### src/rtl/pipe_addsub_if.sv
// Operand/result handshake bundle for pipe_addsub.
// The master drives operands and out_ready; the slave (the adder) drives results.
interface pipe_addsub_if #(
  parameter int WIDTH = 32
) ();
  logic             in_valid;
  logic             in_ready;
  logic [WIDTH-1:0] a;
  logic [WIDTH-1:0] b;
  logic             sub;
  logic             carry_in;
  logic             out_valid;
  logic             out_ready;
  logic [WIDTH-1:0] sum;
  logic             carry_out;
  logic             overflow;
  logic             zero;

  modport master (
    output in_valid, a, b, sub, carry_in, out_ready,
    input  in_ready, out_valid, sum, carry_out, overflow, zero
  );

  modport slave (
    input  in_valid, a, b, sub, carry_in, out_ready,
    output in_ready, out_valid, sum, carry_out, overflow, zero
  );
endinterface

### src/rtl/pipe_addsub.sv
// pipe_addsub: STAGES-deep chunked adder/subtractor; the carry is registered between chunks.
// Optional signed saturation of the result is enabled by defining PIPE_ADDSUB_SAT_EN.
module pipe_addsub #(
  parameter int WIDTH  = 32,
  parameter int STAGES = 4
) (
  input logic          clk,
  input logic          rst,
  pipe_addsub_if.slave bus
);
  localparam int CHUNK = WIDTH / STAGES;

  logic [WIDTH-1:0]  a_q  [STAGES];
  logic [WIDTH-1:0]  a_d  [STAGES];
  logic [WIDTH-1:0]  eb_q [STAGES];
  logic [WIDTH-1:0]  eb_d [STAGES];
  logic [WIDTH-1:0]  s_q  [STAGES];
  logic [WIDTH-1:0]  s_d  [STAGES];
  logic [STAGES-1:0] c_q;
  logic [STAGES-1:0] c_d;
  logic [STAGES-1:0] v_q;
  logic [STAGES-1:0] v_d;

  logic             adv;
  logic [WIDTH-1:0] a_in;
  logic [WIDTH-1:0] eb_in;
  logic [WIDTH-1:0] s_in;
  logic             c_in;
  logic             v_in;
  logic [CHUNK:0]   chunk_sum;
  logic [WIDTH-1:0] raw_sum;
  logic [WIDTH-1:0] res_sum;
  logic             a_msb;
  logic             eb_msb;
  logic             ovf;

  // The whole pipe moves together; it only holds when the final stage is full and not taken.
  assign adv = !v_q[STAGES-1] || bus.out_ready;

  // Next state of every stage: add chunk k using the carry left by stage k-1, or hold.
  always_comb begin
    a_in      = '0;
    eb_in     = '0;
    s_in      = '0;
    c_in      = 1'b0;
    v_in      = 1'b0;
    chunk_sum = '0;
    for (int k = 0; k < STAGES; k++) begin
      if (k == 0) begin
        a_in  = bus.a;
        eb_in = bus.sub ? ~bus.b : bus.b;
        c_in  = bus.sub ? ~bus.carry_in : bus.carry_in;
        s_in  = '0;
        v_in  = bus.in_valid;
      end else begin
        a_in  = a_q[k-1];
        eb_in = eb_q[k-1];
        c_in  = c_q[k-1];
        s_in  = s_q[k-1];
        v_in  = v_q[k-1];
      end
      chunk_sum = {1'b0, a_in[k*CHUNK +: CHUNK]} + {1'b0, eb_in[k*CHUNK +: CHUNK]}
                + {{CHUNK{1'b0}}, c_in};
      if (adv) begin
        a_d[k]                  = a_in;
        eb_d[k]                 = eb_in;
        s_d[k]                  = s_in;
        s_d[k][k*CHUNK +: CHUNK] = chunk_sum[CHUNK-1:0];
        c_d[k]                  = chunk_sum[CHUNK];
        v_d[k]                  = v_in;
      end else begin
        a_d[k]  = a_q[k];
        eb_d[k] = eb_q[k];
        s_d[k]  = s_q[k];
        c_d[k]  = c_q[k];
        v_d[k]  = v_q[k];
      end
    end
  end

  // Stage registers; reset discards everything in flight and zeroes the datapath.
  always_ff @(posedge clk) begin
    if (rst) begin
      for (int k = 0; k < STAGES; k++) begin
        a_q[k]  <= '0;
        eb_q[k] <= '0;
        s_q[k]  <= '0;
      end
      c_q <= '0;
      v_q <= '0;
    end else begin
      a_q  <= a_d;
      eb_q <= eb_d;
      s_q  <= s_d;
      c_q  <= c_d;
      v_q  <= v_d;
    end
  end

  // Flags are derived from the final stage register; operand MSBs ride along for overflow.
  assign raw_sum = s_q[STAGES-1];
  assign a_msb   = a_q[STAGES-1][WIDTH-1];
  assign eb_msb  = eb_q[STAGES-1][WIDTH-1];
  assign ovf     = (a_msb == eb_msb) && (raw_sum[WIDTH-1] != a_msb);

`ifdef PIPE_ADDSUB_SAT_EN
  assign res_sum = ovf ? {a_msb, {(WIDTH-1){~a_msb}}} : raw_sum;
`else
  assign res_sum = raw_sum;
`endif

  assign bus.in_ready  = adv;
  assign bus.out_valid = v_q[STAGES-1];
  assign bus.sum       = res_sum;
  assign bus.carry_out = c_q[STAGES-1];
  assign bus.overflow  = ovf;
  assign bus.zero      = (res_sum == '0);
endmodule
### src/flat_wrapper.sv
// flat-port wrapper written by rule: the top's interface ports become plain ports
module pipe_addsub_flat 
#(
  parameter int WIDTH  = 32,
  parameter int STAGES = 4
)
  (clk, rst, bus_in_valid, bus_a, bus_b, bus_sub, bus_carry_in, bus_out_ready, bus_in_ready, bus_out_valid, bus_sum, bus_carry_out, bus_overflow, bus_zero);
  pipe_addsub_if #(.WIDTH(WIDTH)) bus_i ();
  input logic clk;
  input logic rst;
  input wire logic [$bits(bus_i.in_valid)-1:0] bus_in_valid;
  input wire logic [$bits(bus_i.a)-1:0] bus_a;
  input wire logic [$bits(bus_i.b)-1:0] bus_b;
  input wire logic [$bits(bus_i.sub)-1:0] bus_sub;
  input wire logic [$bits(bus_i.carry_in)-1:0] bus_carry_in;
  input wire logic [$bits(bus_i.out_ready)-1:0] bus_out_ready;
  output wire logic [$bits(bus_i.in_ready)-1:0] bus_in_ready;
  output wire logic [$bits(bus_i.out_valid)-1:0] bus_out_valid;
  output wire logic [$bits(bus_i.sum)-1:0] bus_sum;
  output wire logic [$bits(bus_i.carry_out)-1:0] bus_carry_out;
  output wire logic [$bits(bus_i.overflow)-1:0] bus_overflow;
  output wire logic [$bits(bus_i.zero)-1:0] bus_zero;
  assign bus_i.in_valid = bus_in_valid;
  assign bus_i.a = bus_a;
  assign bus_i.b = bus_b;
  assign bus_i.sub = bus_sub;
  assign bus_i.carry_in = bus_carry_in;
  assign bus_i.out_ready = bus_out_ready;
  assign bus_in_ready = bus_i.in_ready;
  assign bus_out_valid = bus_i.out_valid;
  assign bus_sum = bus_i.sum;
  assign bus_carry_out = bus_i.carry_out;
  assign bus_overflow = bus_i.overflow;
  assign bus_zero = bus_i.zero;
  pipe_addsub #(.WIDTH(WIDTH), .STAGES(STAGES)) u_core (.clk(clk), .rst(rst), .bus(bus_i));
endmodule
### config.mk
export PLATFORM = sky130hd
export DESIGN_NAME = pipe_addsub_flat
export DESIGN_NICKNAME = d
export VERILOG_FILES = /design/src/rtl/pipe_addsub_if.sv /design/src/rtl/pipe_addsub.sv /design/src/flat_wrapper.sv
export SDC_FILE = /design/constraint.sdc
export NUM_CORES = 1
export LEC_CHECK = 0
export ABC_AREA = 1
export BUFFER_PORTS_ARGS = -buffer_cell sky130_fd_sc_hd__clkbuf_2
export CAP_MARGIN = 20
export CORE_ASPECT_RATIO = 1.1
export CORE_UTILIZATION = 40
export DETAILED_ROUTE_END_ITERATION = 6
export PLACE_DENSITY_LB_ADDON = 0.05
export SLEW_MARGIN = 20
export SYNTH_ARGS = -nofsm -noshare
export SYNTH_HDL_FRONTEND = slang
export SYNTH_SLANG_ARGS = --single-unit
export TNS_END_PERCENT = 10
### constraint.sdc
create_clock -name clk -period 2.35 [get_ports clk]
set_clock_uncertainty 0.05 [all_clocks]
set_input_delay 0.47 -clock clk [delete_from_list [all_inputs] [get_ports clk]]
set_output_delay 0.47 -clock clk [all_outputs]
set_load 0.005 [all_outputs]
# Yosys cells after proc, flatten, opt, wreduce, memory -nomap -nowiden
# Cells that the tools add are included.
dict set report word_totals {
  out_inout_bits 37
  input_bits 70
  word_cells 32
  reg_bits 344
}
dict set report classes {
  n_eq_ne 2
  mux 2
  n_reduce_logical 4
  bitwise_logic 2
  add_sub_neg 8
}
# op n
set ops {}
lappend ops {{8-bit by 8-bit adder with 9-bit output} 4}
lappend ops {{9-bit by 1-bit adder with 9-bit output} 4}
lappend ops {{32-bit logical NOT} 1}
lappend ops {{32-bit two-way mux} 1}
lappend ops {{32-bit NOT} 1}
lappend ops {{1-bit equality test} 1}
lappend ops {{1-bit logical AND} 1}
lappend ops {{1-bit logical NOT} 1}
lappend ops {{1-bit logical OR} 1}
lappend ops {{1-bit two-way mux} 1}
lappend ops {{1-bit inequality test} 1}
lappend ops {{1-bit NOT} 1}

# Depth between registers and ports, before layout
dict set report depth {
  depth_word 4
  mapped_depth 15
  depth_no_buf 13
}

# Least setup slack after synthesis
# OpenSTA, ideal clock, no wires.
dict set report synth_path {
  path_type {input to register}
  start {input bus_sub}
  end {register u_core.s_q[100] in the netlist's numbering}
  arrival_time_ns 2.125
  required_time_ns 2.191
  path_stages 14
  setup_time_ns 0.109
  path_slack_ns 0.066
  path_buffers 2
  path_cell_list {buf_4 buf_4 xor2_1 fa_1 inv_1 fa_1 inv_1 nand2_1 nand2_1 o21ai_0 xor2_1 nand2_1 nand2_1 inv_1}
}
dict set report synth_between {
  elab_chain_cells 3
  word_cells_on_any_way 4
  cone_classes {add/sub (2); mux (2)}
}
# element line
set synth_rtl {}
lappend synth_rtl {{start, declared} flat_wrapper.sv:14} ;# input wire logic [$bits(bus_i.sub)-1:0] bus_sub;
lappend synth_rtl {{32-bit two-way mux} pipe_addsub.sv:51} ;# eb_in = bus.sub ? ~bus.b : bus.b;
lappend synth_rtl {{8-bit by 8-bit adder with 9-bit output} pipe_addsub.sv:62} ;# chunk_sum = {1'b0, a_in[k*CHUNK +: CHUNK]} + {1'b0, eb_in[k*CHUNK +: CHUNK]}
lappend synth_rtl {{9-bit by 1-bit adder with 9-bit output *} pipe_addsub.sv:63} ;# + {{CHUNK{1'b0}}, c_in};
lappend synth_rtl {{end signal, assigned by index} pipe_addsub.sv:87} ;# s_q[k] <= '0;
lappend synth_rtl {{end signal, assigned} pipe_addsub.sv:94} ;# s_q <= s_d;
lappend synth_rtl {{end, declared} pipe_addsub.sv:17} ;# logic [WIDTH-1:0] s_q [STAGES];
# Mark *: on every way between the ends. The rest lies on a longest branch, timed or not.
# A chain may end at the register's enable or synchronous reset.

# Final worst setup path
dict set report layout_path {
  start {register u_core.s_q (netlist bit u_core.bus.sum[17])}
  end {output bus_zero}
}
dict set report layout_between {
  elab_chain_cells 1
}
# element line
set layout_rtl {}
lappend layout_rtl {{32-bit logical NOT} pipe_addsub.sv:117} ;# assign bus.zero = (res_sum == '0);
lappend layout_rtl {{end, declared} flat_wrapper.sv:22} ;# output wire logic [$bits(bus_i.zero)-1:0] bus_zero;
# No other way between the ends.

==> metrics.txt <==
Syn Inst Count 1,118; Die Ht 154.6 um; Worst Hold Class input pin to flop; crit share post-route 0.9162; Area growth, synth to finish 12.32%; Via Count 6,680; footprint of the multi-input gates 3852 um^2; Clock Power Share 0.393; yosys warns 0; DP HPWL 11,980 um; CP max-delay cell dfxtp_1; sw power 1.821 mW; Core ar. 20,640 um^2; Leakage 4.862 nW; Fill cells 2,189; endpoint type of the worst setup path output port; register bit total from synthesis 186; Synth area leaders dfxtp_1, nor2_1, o21ai_0, nand2_1, ha_1; critical path type flop to output port; CTS buffer count 17; Layout Nets 1,267; IO Pins 107; routability cong. 0.7971; drt pass-1 iters 4; PwrDens 769.2 nW/um^2; cells along the critical path nor2_1 -> nand2_1 -> nor3b_1 -> nand3_1 -> nor2_1 -> clkbuf_2; placed cells 1,398; R2R Path Start u_core.c_q[0]$_SDFFE_PP0P_; DRC violations left 0; biggest area consumer among synthesized cells dfxtp_1; Avg Cell Area, Syn 7.579 um^2; final hold vios 0; Reg area 3724 um^2; Worst-Skew Late Latency 420 ps; Power Internal 5.500 mW; VDD IR max 0.0005251 V; CTS Hold Buffers Added 0; predominant post-synthesis flop cell dfxtp_1; worst path buffer plus inverter count 1; Syn Std Cell Area 8473 um^2; initial DRC count 313; Final Core Density 0.4610; Setup-failing EPs final 0; Fin Setup TNS 0 ps; Gate power share 0.123; Initial Utilization 0.4104; clock sink total 186; DRT antenna net count 0; RSZ-0062 raised after global routing false; grt total ovfl 0; initial antenna violation count 0; ant diodes 0; DRT Wirelength 17,710 um; most frequent cells after synthesis nor2_1, dfxtp_1, o21ai_0, nand2_1, inv_1; register area share after synthesis 0.4395; DIE AREA 21,770 um^2; Site Rows 55; final slew viol count 0; gr usage total 0.1725; PortBufs 106; root buffer cell clkbuf_16; Slew headroom 0.6433; crit path launch type flop; Max Freq 464.4 MHz; net count after synthesis 1,224; switch share 0.2487; routed vias/inst 4.675; R2R depth 10; asr flop ratio synth 0; crit path launch u_core.bus.sum[17]$_SDFFE_PP0P_; Worst-path clk slew 70 ps; status complete, no violations; Synth top area share 0.4395; Req. time, crit path 1830 ps; width of the chip 140.8 um; Crit path largest cell delay 330 ps; worst-margin pin slew 535.0 ps; Sequential Power Share 0.485; crit path max fanout 3; Period minus WS final 2153 ps; Setup Fix Bufs, Post-CTS 0; Non-Filler Instances 1,429; Data arrival, critical path 1630 ps; Crit path max-delay family simple AND/OR/NAND/NOR gates; number of synthesized flops with an enable pin 0; post-CTS sizing 0; share of cells above drive strength 1 0.1296; max-cap violation count 0; CTS tree built; Critical Path End bus_zero; post-DR wirelength/cell 12.40 um; r2r setup slk 470 ps; vias in the first global route 6,070; hold path cells 3; CP Depth 6; worst reg2reg path endpoint u_core.s_q[78]$_SDFFE_PP0P_; Critical Path Most Common Cell nor2_1; CTS max path bufs 2; Yosys cell types 29; pin count of the biggest net entering global routing 67; most common cell in the synthesized netlist nor2_1; H-Tree Depth 4; first-pass GRT wire length 30,390 um
## tightest hold or removal path: stages
cell and delay, ps:
clkbuf_2 70, o21ai_1 50, nor2_1 70
## flip-flops by register name (all words and copies together), names as in the netlist
signal	cells
u_core.s_in	24
u_core.a_in	8
u_core.a_msb	1
u_core.s_q	24
u_core.eb_msb	1
u_core.a_q	40
u_core.bus.sum	32
u_core.eb_q	40
u_core.c_q	4
u_core.v_q	4
u_core.eb_in	8
## logic make-up (layout without fill, tap and decap cells)
| group | Yosys count | count (layout) | synth area share |
|---|---|---|---|
| adders and majority gates | 36 | 36 | 0.06025 |
| buffers and inverters | 182 | 237 | 0.1059 |
| DFF | 186 | 186 | 0.4395 |
| and+or+nand+nor | 425 | 425 | 0.2020 |
| AOI/OAI and AO/OA | 244 | 244 | 0.1459 |
| xor gates and xnor gates | 45 | 45 | 0.04652 |
## power groups by stage
stage	registers [mW]	logic, mW	clock network [mW]
after floorplan	3.57	0.692	0
after global placement	3.62	0.901	0
after detailed placement	3.62	0.908	0
after CTS	3.55	0.914	2.97
after global routing	3.58	1.05	3.11
final	3.55	0.897	2.87
## how the worst min path moves through the flow
| stage | from | endpoint |
|---|---|---|
| finish | bus_a[14] | u_core.a_q[110]$_SDFFE_PP0P_ |
| global route | bus_a[21] | u_core.a_q[117]$_SDFFE_PP0P_ |
| CTS | bus_a[14] | u_core.a_q[110]$_SDFFE_PP0P_ |
| detailed placement | u_core.eb_q[115]$_SDFFE_PP0P_ | u_core.eb_q[83]$_SDFFE_PP0P_ |
| global placement | u_core.eb_q[115]$_SDFFE_PP0P_ | u_core.eb_q[83]$_SDFFE_PP0P_ |
| floorplan | u_core.eb_q[115]$_SDFFE_PP0P_ | u_core.eb_q[83]$_SDFFE_PP0P_ |
## metal layers
| layer | vias up | GRT usage | part of all wire |
|---|---|---|---|
| li1 | 3625 | - | - |
| met1 | 2951 | 0.2566 | 0.55 |
| met2 | 87 | 0.2507 | 0.41 |
| met3 | 17 | 0.02786 | 0.022 |
| met4 | 0 | 0.05797 | 0.014 |
| met5 | - | 0 | 0 |
## cells in the final DEF, fill, tap and decap left out, drive strengths merged
cell type / synthesis / routed
nor2: 270 / 270
dfxtp: 186 / 186
o21ai: 185 / 185
clkbuf: 23 / 130
nand2: 97 / 97
inv: 86 / 86
a21oi: 53 / 53
nand3: 36 / 36
ha: 28 / 28
xnor2: 27 / 27
xor2: 18 / 18
buf: 73 / 14
fa: 8 / 8
nand3b: 7 / 7
or2: 7 / 7
a211oi: 4 / 4
nor4: 3 / 3
clkinvlp: 0 / 3
bufinv: 0 / 3
nor3: 2 / 2
nor3b: 2 / 2
o21bai: 2 / 2
nand4: 1 / 1
clkinv: 0 / 1
## through the flow
stage | hold slack (ps) | power (mW) | area, um^2 | setup slack (ps)
after detailed placement | 381.9 | 4.531 | 8937 | 97.86
after CTS | 204.6 | 7.432 | 9517 | 154.1
final | 223.0 | 7.321 | 9517 | 196.9
after global placement | 380.0 | 4.520 | 8937 | 131.4
after floorplan | 369.9 | 4.267 | 8473 | 66.11
after global routing | 243.4 | 7.739 | 9517 | 86.08
## layout make-up
cell class	instances	share of cell area
inverter	86	0.03471
sequential	186	0.3913
timing repair buffer	120	0.07468
clock buffer	24	0.04851
clock inverter	7	0.01236
tap	256	0.03366
multi-input combinational	750	0.4048
No activity file was read; power rests on OpenSTA's default activity.
